## config.mk

```make
export PLATFORM = sky130hd
export DESIGN_NAME = vga_timing_ctrl
export DESIGN_NICKNAME = d
export VERILOG_FILES = /design/src/rtl/vga_timing_ctrl.sv
export SDC_FILE = /design/constraint.sdc
export NUM_CORES = 1
export LEC_CHECK = 0
export BUFFER_PORTS_ARGS = -buffer_cell sky130_fd_sc_hd__clkbuf_2
export CAP_MARGIN = 20
export CORE_MARGIN = 2
export CORE_UTILIZATION = 57
export DETAILED_ROUTE_END_ITERATION = 7
export GPL_TIMING_DRIVEN = 1
export PLACE_DENSITY_LB_ADDON = 0.2
export SYNTH_ARGS = -nofsm -noshare
export SYNTH_HDL_FRONTEND = slang
export SYNTH_SLANG_ARGS = --single-unit
export TNS_END_PERCENT = 50
```

## constraint.sdc

```tcl
create_clock -name clk -period 3.52 [get_ports clk]
set_input_delay 0.176 -clock clk [delete_from_list [all_inputs] [get_ports clk]]
set_output_delay 0.176 -clock clk [all_outputs]
set_load 0.05 [all_outputs]
```

## src/rtl/vga_timing_ctrl.sv

```systemverilog
// vga_timing_ctrl: VGA raster timing generator with frame-buffer latency
// compensation, per-axis sync polarity, colour bit-replication and
// registered pixel outputs with data-enable / line-start / frame-start markers.
module vga_timing_ctrl #(
    parameter int H_VIS_AREA_PXL            = 800,
    parameter int H_FRONT_PORCH_PXL         = 40,
    parameter int H_SYNC_PULSE_PXL          = 128,
    parameter int H_BACK_PORCH_PXL          = 88,
    parameter int H_NUM_BITS                = 11,
    parameter int V_VIS_AREA_PXL            = 600,
    parameter int V_FRONT_PORCH_PXL         = 1,
    parameter int V_SYNC_PULSE_PXL          = 4,
    parameter int V_BACK_PORCH_PXL          = 23,
    parameter int V_NUM_BITS                = 10,
    parameter int H_SYNC_ACTIVE             = 0,
    parameter int V_SYNC_ACTIVE             = 0,
    parameter int FRAME_BUFFER_READ_LATENCY = 1,
    parameter int RED_CHANNEL_WIDTH         = 3,
    parameter int GREEN_CHANNEL_WIDTH       = 3,
    parameter int BLUE_CHANNEL_WIDTH        = 2,
    parameter int OUT_CHANNEL_WIDTH         = 4
) (
    input  logic                                                                  clk,
    input  logic                                                                  reset,
    input  logic                                                                  pxl_en,
    input  logic [RED_CHANNEL_WIDTH+GREEN_CHANNEL_WIDTH+BLUE_CHANNEL_WIDTH-1:0]   color,
    output logic [H_NUM_BITS-1:0]                                                 h_pxl_count,
    output logic [V_NUM_BITS-1:0]                                                 v_pxl_count,
    output logic [OUT_CHANNEL_WIDTH-1:0]                                          red,
    output logic [OUT_CHANNEL_WIDTH-1:0]                                          green,
    output logic [OUT_CHANNEL_WIDTH-1:0]                                          blue,
    output logic                                                                  h_sync,
    output logic                                                                  v_sync,
    output logic                                                                  de,
    output logic                                                                  line_start,
    output logic                                                                  frame_start
);

    localparam int H_TOTAL = H_VIS_AREA_PXL + H_FRONT_PORCH_PXL + H_SYNC_PULSE_PXL + H_BACK_PORCH_PXL;
    localparam int V_TOTAL = V_VIS_AREA_PXL + V_FRONT_PORCH_PXL + V_SYNC_PULSE_PXL + V_BACK_PORCH_PXL;
    localparam int LAT     = FRAME_BUFFER_READ_LATENCY;
    localparam int RW      = RED_CHANNEL_WIDTH;
    localparam int GW      = GREEN_CHANNEL_WIDTH;
    localparam int BW      = BLUE_CHANNEL_WIDTH;
    localparam int CW      = RW + GW + BW;
    localparam int OW      = OUT_CHANNEL_WIDTH;

    // Comparisons are done one bit wider than the counters so a sync window
    // that ends exactly at 2**N (zero back porch) does not truncate to zero.
    localparam int HX = H_NUM_BITS + 1;
    localparam int VX = V_NUM_BITS + 1;

    localparam logic [H_NUM_BITS-1:0] H_LAST       = H_NUM_BITS'(H_TOTAL - 1);
    localparam logic [V_NUM_BITS-1:0] V_LAST       = V_NUM_BITS'(V_TOTAL - 1);
    localparam logic [HX-1:0]         H_VIS_END    = HX'(H_VIS_AREA_PXL);
    localparam logic [HX-1:0]         H_SYNC_START = HX'(H_VIS_AREA_PXL + H_FRONT_PORCH_PXL);
    localparam logic [HX-1:0]         H_SYNC_END   = HX'(H_VIS_AREA_PXL + H_FRONT_PORCH_PXL + H_SYNC_PULSE_PXL);
    localparam logic [VX-1:0]         V_VIS_END    = VX'(V_VIS_AREA_PXL);
    localparam logic [VX-1:0]         V_SYNC_START = VX'(V_VIS_AREA_PXL + V_FRONT_PORCH_PXL);
    localparam logic [VX-1:0]         V_SYNC_END   = VX'(V_VIS_AREA_PXL + V_FRONT_PORCH_PXL + V_SYNC_PULSE_PXL);

    localparam logic H_ACT = (H_SYNC_ACTIVE != 0);
    localparam logic V_ACT = (V_SYNC_ACTIVE != 0);

    // Reject geometries and colour formats the datapath cannot represent.
    generate
        if (H_TOTAL > 2**H_NUM_BITS) begin : g_h_width_err
            $error("vga_timing_ctrl: H_TOTAL does not fit in H_NUM_BITS");
        end
        if (V_TOTAL > 2**V_NUM_BITS) begin : g_v_width_err
            $error("vga_timing_ctrl: V_TOTAL does not fit in V_NUM_BITS");
        end
        if (RW < 1 || RW > OW) begin : g_red_width_err
            $error("vga_timing_ctrl: RED_CHANNEL_WIDTH must be 1..OUT_CHANNEL_WIDTH");
        end
        if (GW < 1 || GW > OW) begin : g_green_width_err
            $error("vga_timing_ctrl: GREEN_CHANNEL_WIDTH must be 1..OUT_CHANNEL_WIDTH");
        end
        if (BW < 1 || BW > OW) begin : g_blue_width_err
            $error("vga_timing_ctrl: BLUE_CHANNEL_WIDTH must be 1..OUT_CHANNEL_WIDTH");
        end
        if (LAT < 0) begin : g_lat_err
            $error("vga_timing_ctrl: FRAME_BUFFER_READ_LATENCY must not be negative");
        end
    endgenerate

    // ------------------------------------------------------------------
    // Raster counters
    // ------------------------------------------------------------------
    logic [H_NUM_BITS-1:0] h_count;
    logic [V_NUM_BITS-1:0] v_count;
    logic                  h_wrap;
    logic                  v_wrap;

    assign h_wrap = (h_count == H_LAST);
    assign v_wrap = (v_count == V_LAST);

    // Advance the raster position once per enabled pixel; v steps on h wrap.
    always_ff @(posedge clk) begin
        if (reset) begin
            h_count <= '0;
            v_count <= '0;
        end else if (pxl_en) begin
            if (h_wrap) begin
                h_count <= '0;
                if (v_wrap) begin
                    v_count <= '0;
                end else begin
                    v_count <= v_count + V_NUM_BITS'(1);
                end
            end else begin
                h_count <= h_count + H_NUM_BITS'(1);
            end
        end
    end

    assign h_pxl_count = h_count;
    assign v_pxl_count = v_count;

    // ------------------------------------------------------------------
    // Delay line matching the frame-buffer read latency
    // ------------------------------------------------------------------
    logic [H_NUM_BITS-1:0] hd;
    logic [V_NUM_BITS-1:0] vd;
    logic                  dvalid;

    generate
        if (LAT == 0) begin : g_no_delay
            assign hd     = h_count;
            assign vd     = v_count;
            assign dvalid = 1'b1;
        end else begin : g_delay
            logic [H_NUM_BITS-1:0] pipe_h     [LAT];
            logic [V_NUM_BITS-1:0] pipe_v     [LAT];
            logic [LAT-1:0]        pipe_valid;

            // Valid bits restart empty after reset so stale positions never reach the pins.
            always_ff @(posedge clk) begin
                if (reset) begin
                    pipe_valid <= '0;
                end else if (pxl_en) begin
                    pipe_valid[0] <= 1'b1;
                    for (int i = 1; i < LAT; i++) begin
                        pipe_valid[i] <= pipe_valid[i-1];
                    end
                end
            end

            // Position payload shifts alongside the valid bits; it needs no reset.
            always_ff @(posedge clk) begin
                if (pxl_en) begin
                    pipe_h[0] <= h_count;
                    pipe_v[0] <= v_count;
                    for (int i = 1; i < LAT; i++) begin
                        pipe_h[i] <= pipe_h[i-1];
                        pipe_v[i] <= pipe_v[i-1];
                    end
                end
            end

            assign hd     = pipe_h[LAT-1];
            assign vd     = pipe_v[LAT-1];
            assign dvalid = pipe_valid[LAT-1];
        end
    endgenerate

    // ------------------------------------------------------------------
    // Colour expansion: MSB-first bit replication to the DAC width
    // ------------------------------------------------------------------
    logic [RW-1:0] red_in;
    logic [GW-1:0] green_in;
    logic [BW-1:0] blue_in;
    logic [OW-1:0] red_exp;
    logic [OW-1:0] green_exp;
    logic [OW-1:0] blue_exp;

    assign red_in   = color[CW-1 -: RW];
    assign green_in = color[BW+GW-1 -: GW];
    assign blue_in  = color[BW-1:0];

    generate
        for (genvar k = 0; k < OW; k++) begin : g_expand
            assign red_exp[OW-1-k]   = red_in[RW-1-(k % RW)];
            assign green_exp[OW-1-k] = green_in[GW-1-(k % GW)];
            assign blue_exp[OW-1-k]  = blue_in[BW-1-(k % BW)];
        end
    endgenerate

    // ------------------------------------------------------------------
    // Region decode of the delayed position
    // ------------------------------------------------------------------
    logic [HX-1:0] hd_ext;
    logic [VX-1:0] vd_ext;
    logic          h_in_sync;
    logic          v_in_sync;
    logic          visible;
    logic          at_line_start;
    logic          at_frame_start;

    assign hd_ext = {1'b0, hd};
    assign vd_ext = {1'b0, vd};

    // Classify the delayed pixel into sync window, visible area and markers.
    always_comb begin
        h_in_sync      = (hd_ext >= H_SYNC_START) && (hd_ext < H_SYNC_END);
        v_in_sync      = (vd_ext >= V_SYNC_START) && (vd_ext < V_SYNC_END);
        visible        = (hd_ext < H_VIS_END) && (vd_ext < V_VIS_END);
        at_line_start  = (hd == '0);
        at_frame_start = (hd == '0) && (vd == '0);
    end

    // ------------------------------------------------------------------
    // Registered pin stage
    // ------------------------------------------------------------------

    // Load the pins once per enabled pixel; an unfilled delay line keeps them idle.
    always_ff @(posedge clk) begin
        if (reset) begin
            red         <= '0;
            green       <= '0;
            blue        <= '0;
            h_sync      <= ~H_ACT;
            v_sync      <= ~V_ACT;
            de          <= 1'b0;
            line_start  <= 1'b0;
            frame_start <= 1'b0;
        end else if (pxl_en) begin
            if (dvalid) begin
                red         <= visible ? red_exp   : '0;
                green       <= visible ? green_exp : '0;
                blue        <= visible ? blue_exp  : '0;
                h_sync      <= h_in_sync ? H_ACT : ~H_ACT;
                v_sync      <= v_in_sync ? V_ACT : ~V_ACT;
                de          <= visible;
                line_start  <= at_line_start;
                frame_start <= at_frame_start;
            end else begin
                red         <= '0;
                green       <= '0;
                blue        <= '0;
                h_sync      <= ~H_ACT;
                v_sync      <= ~V_ACT;
                de          <= 1'b0;
                line_start  <= 1'b0;
                frame_start <= 1'b0;
            end
        end
    end

endmodule

```

# After elaboration in Yosys (flattened, before gate mapping)

Memories as Yosys holds them, arrays and structs flattened.
Index checks and enable logic that the tools add are counted.

Bits in registers: 39
Memory bits (writable): 21
Input bits: 11
Word-level logic and storage cells: 47
Memories: 2

Add/sub/neg operators: 2
Order comparisons: 6
Eq/ne operators: 2
Muxes and demuxes: 17
Reduce and logical (&&, ||, !) cells: 7

Memory list:

| memory         | words | width | read ports | clocked after memory_dff | wr ports | RTL line | source |
|---|---|---|---|---|---|---|---|
| g_delay.pipe_h | 1     | 11    | 1          | 0                        | 1        | 133      | `logic [H_NUM_BITS-1:0] pipe_h [LAT];` |
| g_delay.pipe_v | 1     | 10    | 1          | 0                        | 1        | 134      | `logic [V_NUM_BITS-1:0] pipe_v [LAT];` |

Operators with widths:

| cell                                                                | number |
|---|---|
| two-way mux 4 bit                                                   | 6 |
| less-than comparator 11 x 10 -> 1 bit, second input constant        | 2 |
| less-than comparator 10 bit, second input constant                  | 2 |
| adder 11 x 1 -> 11 bit, second input constant                       | 1 |
| == test 11 bit, second input constant                               | 1 |
| greater-or-equal comparator 11 x 10 -> 1 bit, second input constant | 1 |
| zero test 11 bit                                                    | 1 |
| two-way mux 11 bit                                                  | 1 |
| adder 10 x 1 -> 10 bit, second input constant                       | 1 |
| == test 10 bit, second input constant                               | 1 |
| greater-or-equal comparator 10 bit, second input constant           | 1 |
| zero test 10 bit                                                    | 1 |
| two-way mux 10 bit                                                  | 1 |
| two-way mux 1 bit                                                   | 9 |
| logical AND 1 bit                                                   | 4 |
| AND reduction 2 bit                                                 | 1 |

# Depth between registers and ports, before layout

Gate-level depths: netlist (run 1).
An unclocked memory read counts as a cell.

Word-level depth: 5
Gate-level depth with buffers: 7
Gate-level depth less buffers: 5

# Least setup slack after synthesis (run 1)

No wires, ideal clock.

Path kind: register -> register
Start point: reg v_count[0], in the netlist v_pxl_count[0]
End point: reg v_count[0], in the netlist v_pxl_count[0]
Arrival time: 2.099 ns
Data required time: 3.399 ns
Setup slack: 1.300 ns
Cell stages (with the launch flop): 6
Path buffers: 0
Clock period less this slack: 2.220 ns
Cell sequence: dfxtp_1 -> ha_1 -> or4b_1 -> or4_4 -> o21bai_4 -> nor2_1

Cells in the longest elaborated chain, start to end: 2

RTL lines:

| item                                                            | RTL line | source |
|---|---|---|
| start, declared                                                 | 91       | `logic [V_NUM_BITS-1:0] v_count;` |
| start signal, assigned                                          | 109      | `v_count <= v_count + V_NUM_BITS'(1);` |
| adder 10 x 1 -> 10 bit / == test 10 bit (equally long branches) | 109, 96  |  |
| two-way mux 10 bit (*)                                          | 106      | `if (v_wrap) begin` |

Mark *: on every way between the ends. The rest lies on a longest branch, timed or not.
A chain may end at the register's enable or synchronous reset.

# Worst setup path after layout (run 1)

Ends and elaborated chain as after synthesis.

==> results.py, run 1 <==
metrics = {
    "outcome": {
        "outcome": "finished clean",
    },
    "sta": {
        "tightest_slew_ps": 425.8,
        "fin_crit_ps": 2029,
        "tns_ps": 0,
        "hold_viol": 0,
        "setup_viol": 0,
        "fin_ws_ps": 1491,
        "fmax_mhz": 492.9,
        "rsz0062_at_grt": "no",
        "drv_slew": 0,
        "fin_crit_sh_pct": 57.63,
        "maxSlewHeadroom_pct": 71.58,
        "skew_ps": 6.835,
        "fin_hold_ws_ps": 137.3,
    },
    "detailed_routing": {
        "drtAntennaViolNets": 0,
        "via_per_inst": 5.761,
        "vias": 1711,
        "drt-initial-drc-count": 115,
        "drt_wl_total_um": 4381,
        "drc": 0,
        "wire_per_inst_um": 14.75,
        "first_pass_iters": 4,
    },
    "placement": {
        "place_ws_ps": 1521,
        "gp_congestion": 0.8249,
        "dp_hpwl_um": 3073,
        "io_buffer_count": 48,
    },
    "floorplan": {
        "initial_utilization_pct": 60.53,
        "fp.dieH_um": 67.05,
        "fp.dieW_um": 67.05,
        "rows": 22,
        "design.core.area_um2": 3744,
        "num_io_pins": 49,
        "die_area_um2": 4496,
    },
    "pwr": {
        "p_int_uw": 844.5,
        "netSwitchingPower_uw": 246.5,
        "ir_drop_uv": 217.7,
        "clkPwrFrac_pct": 29.7,
        "p_comb_share_pct": 6.5,
        "total_leakage_power_uw": 0.001033,
        "powerDensity_nw_per_um2": 421.4,
        "switching_share_pct": 22.59,
        "power_frac_seq_pct": 63.7,
    },
    "logic_synthesis": {
        "syn_nets": 216,
        "ys.flop_type": "dfxtp_1",
        "synth_cell_types": 43,
        "ys_top_cells_by_area": "dfxtp_1 31%, edfxtp_1 28%, nor2_1 4.6%",
        "synthAdderAreaFrac_pct": 1.104,
        "synth_edf_count": 21,
        "postSynthCellCount": 203,
        "synth-async-reset-ratio_pct": 0,
        "synthMuxAreaShare_pct": 0.4417,
        "synth-seq-area-share_pct": 58.75,
        "synthSimpleGateAreaFrac_pct": 20.32,
        "synth_top_family_by_area": "simple AND/OR/NAND/NOR gates",
        "synth_top_area_cell": "dfxtp_1",
        "yosys.area.top_type_share_pct": 30.92,
        "synth_warnings": 0,
        "synth_compound_area_share_pct": 10.77,
        "ys_ff_latch": 56,
        "avgSynthCellArea_um2": 11.16,
        "yosys.area_share.xor_xnor_pct": 5.411,
        "netlist_area_um2": 2266,
    },
    "clock_network": {
        "cts_tree": "done",
        "post_cts_buffers": 0,
        "cts_buffers": 5,
        "cts_resized": 0,
        "cts.clk_slew.worst_paths_ps": 90,
        "cts_root_buf": "clkbuf_8",
        "clkSinkCount": 56,
        "clkLatencyLatePin_ps": 300,
        "postCtsHoldBufs": 0,
        "htreeDepth": 2,
        "cts_max_path_buffers": 2,
    },
    "global_routing": {
        "grt_start_max_net_pins": 34,
        "first_global_vias": 1531,
        "antenna_found_initial": 0,
        "grt_pass1_wl_um": 7044,
        "overflow": 0,
        "grt.total_usage_pct": 21.03,
    },
    "final_layout": {
        "drive_above_1_share_pct": 23.69,
        "areaGrowthSynthToFinish_pct": 14.25,
        "diodes": 0,
        "seqCellArea_um2": 1331,
        "multi_input_area_um2": 862.1,
        "nets": 261,
        "nFillCells": 316,
    },
    "setup_path": {
        "critPathLaunchType": "flip-flop",
        "cp.required_ps": 3710,
        "worstPathMaxFanout": 9,
        "arrival_ps": 2220,
        "slowest_delay_ps": 520,
        "cpMaxStageDelayCell": "or4_4",
        "path_class": "flip-flop to flip-flop",
        "cp_top_family": "simple AND/OR/NAND/NOR gates",
        "cp_num_buf_inv": 0,
        "crit_chain": "ha_1 -> or4b_1 -> or4_4 -> o21bai_4 -> nor2_1",
        "endpoint_kind": "flip-flop",
    },
    "min_path": {
        "hold_class": "primary input to flip-flop",
    },
    "job": {
        "drv_cap": 0,
    },
}
==> power by group through the flow <==
stage          clock network, uW  logic, uW  registers (uW)
3_3_place_gp                   0       71.4             710
4_1_cts                      334       72.1             696
5_1_grt                      363       77.2             698
2_1_floorplan                  0       32.9             728
3_5_place_dp                   0       72.0             711
6_report                     324       71.4             695
==> layout make-up <==
| cell class | count | share of cell area (%) |
|---|---|---|
| Tap cell | 48 | 2.320 |
| Inverter | 2 | 0.2900 |
| Timing Repair Buffer | 49 | 9.570 |
| Multi-Input combinational cell | 134 | 33.30 |
| Clock buffer | 7 | 2.948 |
| Sequential cell | 56 | 51.43 |
| Clock inverter | 1 | 0.1450 |
==> sequential cells by signal, indices dropped and copies added (netlist names), 2 cells and up <==
register and count:
blue 2, g_delay.pipe_h 11, g_delay.pipe_v 10, green 3, h_pxl_count 11, red 3
v_pxl_count 10
==> layout by cell type (no fill, tap or decap), drive strengths merged, types with 4 or more instances in the layout <==
cell type / count
a21oi: 9
a32oi: 8
and3: 4
and4: 4
clkbuf: 55
dfxtp: 35
edfxtp: 21
nand2: 9
nand3: 7
nand4: 9
nor2: 28
nor3: 4
o21ai: 7
or3: 5
xnor2: 6
xor2: 8
==> cells by family (layout without fill, tap and decap cells) <==
family / Yosys count / count (layout)
flops: 56 / 56
buf+inv: 13 / 59
simple gates: 83 / 83
fa+ha+maj: 2 / 2
mux: 1 / 1
xor+xnor: 14 / 14
compound gates: 34 / 34
==> synth_stat cells, drive strengths merged, types with 2 or more instances <==
cell and count:
nand2 9, and4 4, nor2 28, dfxtp 35
or3 5, xor2 8, and2 2, or4 2
a32oi 8, clkbuf 5, o31ai 2, nand2b 2
buf 6, ha 2, nor4 2, and3 4
inv 2, nand4 9, o21ai 7, nor3 4
nand3 7, edfxtp 21, xnor2 6, a21oi 9
==> per-stage QoR <==
step                      power, uW  util (%)  instance area [um2]  instances
after global placement        781.1     67.01                 2509        289
final                          1091     69.15                 2589        297
after detailed placement      782.8     67.01                 2509        289
after global routing           1138     69.15                 2589        297
after CTS                      1102     69.15                 2589        297
after floorplan               760.6         -                 2266        203
==> worst reg2reg max path, delay by kind of cell (launching register included) <==
family,cells,cell delay (ps)
compound gates,1,240
fa+ha+maj,1,200
flops,1,440
simple gates,3,1040
==> worst paths after layout <==
path                  startpoint             end  slack (ps)  cells past startpoint
hold / removal          color[6]          red[2]         140                      3
setup reg to reg  v_pxl_count[0]  v_pxl_count[0]        1490                      5
hold reg to reg       line_start      line_start         480                      2
setup / recovery  v_pxl_count[0]  v_pxl_count[0]        1490                      5
==> routing by layer <==
metal / wire [um] / global-route usage, % / up-vias / part of all wire, %
met2: 2064 / 31.93 / 43 / 47
met4: 55 / 7.143 / 0 / 1.3
met5: 0 / 0 / - / 0
met1: 2097 / 29.35 / 818 / 48
met3: 163 / 5.068 / 6 / 3.7
li1: - / - / 844 / -
No activity file was read; power rests on OpenSTA's default activity.
==> run 2: changes to the inputs <==
Settings changed: CORE_UTILIZATION 57 to 53.
Clock period 3.52 ns to 2.1 ns, I/O delays scaled along.
==> results.py, run 2 (same netlist as run 1, synthesis figures left out) <==
metrics = {
    "pwr": {
        "powerDensity_nw_per_um2": 742.3,
        "ir_drop_uv": 454.9,
        "total_leakage_power_uw": 0.001076,
    },
    "setup_path": {
        "critPathLaunchType": "flip-flop",
        "arrival_ps": 2130,
        "endpoint_kind": "flip-flop",
        "path_class": "flip-flop to flip-flop",
        "cp.required_ps": 2300,
        "worstPathMaxFanout": 9,
    },
    "clock_network": {
        "cts.clk_slew.worst_paths_ps": 90,
        "postCtsHoldBufs": 0,
        "clkSinkCount": 56,
        "cts_max_path_buffers": 2,
        "post_cts_buffers": 0,
        "htreeDepth": 2,
        "cts_root_buf": "clkbuf_8",
        "cts_buffers": 5,
        "clkLatencyLatePin_ps": 300,
        "cts_tree": "done",
        "cts_resized": 0,
    },
    "sta": {
        "hold_viol": 0,
        "tightest_slew_ps": 419.7,
        "tns_ps": 0,
        "drv_slew": 0,
        "fin_hold_ws_ps": 51.30,
        "fin_crit_ps": 1930,
        "rsz0062_at_grt": "no",
        "maxSlewHeadroom_pct": 71.99,
        "setup_viol": 0,
        "fin_crit_sh_pct": 91.91,
        "fmax_mhz": 518.1,
        "skew_ps": 4.460,
    },
    "final_layout": {
        "drive_above_1_share_pct": 26.77,
        "nets": 266,
        "diodes": 0,
        "areaGrowthSynthToFinish_pct": 17.34,
        "layout_commonest_cell": "clkbuf_2",
        "layout.cells.most_common_list": "48 x clkbuf_2, 33 x dfxtp_1, 28 x nor2_1",
        "final_area_um2": 2659,
        "final_core_util_pct": 65.53,
    },
    "floorplan": {
        "fp.dieW_um": 69.39,
        "initial_utilization_pct": 55.84,
        "rows": 23,
        "die_area_um2": 4814,
        "design.core.area_um2": 4058,
        "fp.dieH_um": 69.39,
        "num_io_pins": 49,
    },
    "detailed_routing": {
        "drt_wl_total_um": 4414,
        "wire_per_inst_um": 14.52,
        "drtAntennaViolNets": 0,
        "via_per_inst": 5.632,
        "vias": 1712,
        "drc": 0,
        "first_pass_iters": 4,
        "drt-initial-drc-count": 96,
    },
    "placement": {
        "gp_congestion": 0.8543,
        "io_buffer_count": 48,
        "place_area_um2": 2551,
        "dp_hpwl_um": 3174,
    },
    "global_routing": {
        "grt_pass1_wl_um": 7403,
        "antenna_found_initial": 0,
        "first_global_vias": 1544,
        "overflow": 0,
        "grt_start_max_net_pins": 19,
        "grt.total_usage_pct": 19.40,
    },
    "outcome": {
        "outcome": "finished clean",
    },
    "min_path": {
        "hold_class": "primary input to flip-flop",
    },
    "job": {
        "drv_cap": 0,
    },
}
[run 2: cell type report]
cell class                      instances  area, um2
Tap cell                               50      62.56
Inverter                                2      7.507
Clock inverter                          2      35.03
Sequential cell                        56       1334
Clock buffer                            6      72.57
Fill cell                             355       1399
Multi-Input combinational cell        134      862.1
Timing Repair Buffer                   54      285.3
[run 2: per-layer routing]
metal | share of wire (%) | GRT usage [%]
met1 | 48 | 26.94
met2 | 46 | 28.85
met3 | 4.7 | 5.523
met4 | 1.7 | 7.407
met5 | 0 | 0
[run 2: per-stage QoR]
| step | setup slack, ps | instances | total power (uW) |
|---|---|---|---|
| after detailed placement | 170.3 | 296 | 1318 |
| after CTS | 161.6 | 304 | 1993 |
| after global placement | 226.8 | 296 | 1316 |
| after global routing | 58.80 | 304 | 2047 |
| after floorplan | 78.91 | 203 | 1275 |
| final | 170.0 | 304 | 1974 |
[run 2: worst max-delay path, cell delays in order, from the launching register on]
cell and delay [ps]:
dfxtp_2 380, ha_1 160, or4b_1 440, or4_4 520
o21bai_4 240, nor2_1 80
[run 2: final timing paths]
path,start,slack [ps],to,depth (start not counted)
setup / recovery,v_pxl_count[0],170,v_pxl_count[0],5
hold / removal,color[0],50,blue[2],3
setup reg to reg,v_pxl_count[0],170,v_pxl_count[0],5
hold reg to reg,line_start,480,line_start,2
[run 2: report_power, final]
part	internal [uW]	total, uW	switching [uW]
clock	354	682	328
sequential	1150	1160	15.9
combinational	38.9	128	89.2
total	1540	1970	433
==> run 3: changes to the inputs <==
Clock period 2.1 ns to 1.9 ns, I/O delays scaled along.
==> results.py, run 3 (same netlist as run 1, synthesis figures left out) <==
metrics = {
    "clock_network": {
        "cts.clk_slew.worst_paths_ps": 100,
        "cts_max_path_buffers": 2,
        "cts_tree": "done",
        "clkSinkCount": 56,
        "clkLatencyLatePin_ps": 310,
        "cts_root_buf": "clkbuf_8",
        "cts_buffers": 5,
        "postCtsHoldBufs": 0,
        "htreeDepth": 2,
    },
    "floorplan": {
        "num_io_pins": 49,
        "rows": 23,
        "die_area_um2": 4814,
        "fp.dieW_um": 69.39,
        "design.core.area_um2": 4058,
        "initial_utilization_pct": 55.84,
        "fp.dieH_um": 69.39,
    },
    "sta": {
        "drv_slew": 0,
        "fin_crit_ps": 1845,
        "setup_viol": 0,
        "fin_ws_ps": 54.95,
        "fmax_mhz": 542.0,
        "maxSlewHeadroom_pct": 72.20,
        "skew_ps": 9.486,
        "fin_crit_sh_pct": 97.11,
        "fin_hold_ws_ps": 43.89,
        "hold_viol": 0,
        "tightest_slew_ps": 416.6,
    },
    "global_routing": {
        "grt_pass1_wl_um": 7721,
        "grt.total_usage_pct": 20.08,
        "overflow": 0,
        "antenna_found_initial": 0,
        "first_global_vias": 1610,
        "grt_start_max_net_pins": 34,
    },
    "pwr": {
        "ir_drop_uv": 390.7,
        "finalPower_uw": 2056,
        "powerDensity_nw_per_um2": 758.2,
        "total_leakage_power_uw": 0.001096,
    },
    "outcome": {
        "outcome": "finished clean",
    },
    "final_layout": {
        "final_core_util_pct": 66.82,
        "areaGrowthSynthToFinish_pct": 19.66,
        "layout.cells.most_common_list": "48 x clkbuf_2, 29 x dfxtp_1, 28 x nor2_1",
        "layout_commonest_cell": "clkbuf_2",
        "seqCellArea_um2": 1344,
        "fin_cells": 310,
        "drive_above_1_share_pct": 31.15,
        "nFillCells": 320,
        "multi_input_area_um2": 887.1,
        "nets": 272,
        "diodes": 0,
    },
    "detailed_routing": {
        "drt-initial-drc-count": 82,
        "via_per_inst": 5.613,
        "drc": 0,
        "wire_per_inst_um": 15.07,
        "drtAntennaViolNets": 0,
        "first_pass_iters": 4,
        "vias": 1740,
        "drt_wl_total_um": 4671,
    },
    "setup_path": {
        "cp.required_ps": 2100,
        "path_class": "flip-flop to flip-flop",
        "endpoint_kind": "flip-flop",
        "worstPathMaxFanout": 5,
        "critPathLaunchType": "flip-flop",
        "r2r_slack_ps": 50,
        "arrival_ps": 2050,
    },
    "job": {
        "drv_cap": 0,
    },
    "placement": {
        "place_ws_ps": 64.27,
        "gp_congestion": 0.8037,
        "dp_hpwl_um": 3252,
        "numPlacedInstances": 298,
        "io_buffer_count": 48,
    },
    "min_path": {
        "hold_class": "primary input to flip-flop",
    },
}
==> run 3: cell types whose count changed in the layout (fill, tap and decap cells not counted), moves of 2 or more <==
cell and delta:
buf_4 +5, dfxtp_1 -4, dfxtp_2 +2, dfxtp_4 +2
==> run 3: worst paths after layout <==
| kind | from | endpoint | depth (start not counted) |
|---|---|---|---|
| hold / removal | color[1] | blue[1] | 3 |
| hold reg to reg | line_start | line_start | 2 |
| setup reg to reg | v_pxl_count[0] | v_pxl_count[9] | 5 |
| setup / recovery | v_pxl_count[0] | v_pxl_count[9] | 5 |
==> run 3: cell type report <==
type,count,area share [%]
Clock inverter,3,0.6922
Sequential cell,56,49.56
Tap cell,50,2.307
Timing Repair Buffer,59,11.91
Inverter,2,0.2769
Clock buffer,5,2.538
Multi-Input combinational cell,135,32.72
==> run 3: worst max-delay path, cell delays in order (launching register included) <==
cell	delay, ps
dfxtp_4	390
ha_4	130
or4b_1	430
or4_4	470
o21bai_2	240
a21oi_1	70
==> run 3: where the power goes <==
group	total (uW)	internal (uW)	switching (uW)
clock	634	258	376
combinational	136	40.0	96.5
sequential	1290	1270	18.3
==> run 3: timing repair <==
action                     4_1_cts  5_1_grt
buffers inserted                 0        3
resized for setup                0        1
setup endpoints to repair        0        9
hold endpoints to repair         0        0
==> run 3: metal layers <==
layer | track usage (%) | share of wire, % | vias up
met5 | 0 | 0 | -
met1 | 27.20 | 45 | 802
li1 | - | - | 866
met2 | 30.77 | 46 | 67
met4 | 7.843 | 1.6 | 0
met3 | 5.378 | 6.9 | 5
==> run 3: metrics by stage <==
stage / TNS [ps] / area [um2]
floorplan: 0 / 2291
global placement: 0 / 2589
detailed placement: 0 / 2589
CTS: 0 / 2676
global route: -2.011 / 2711
finish: 0 / 2711
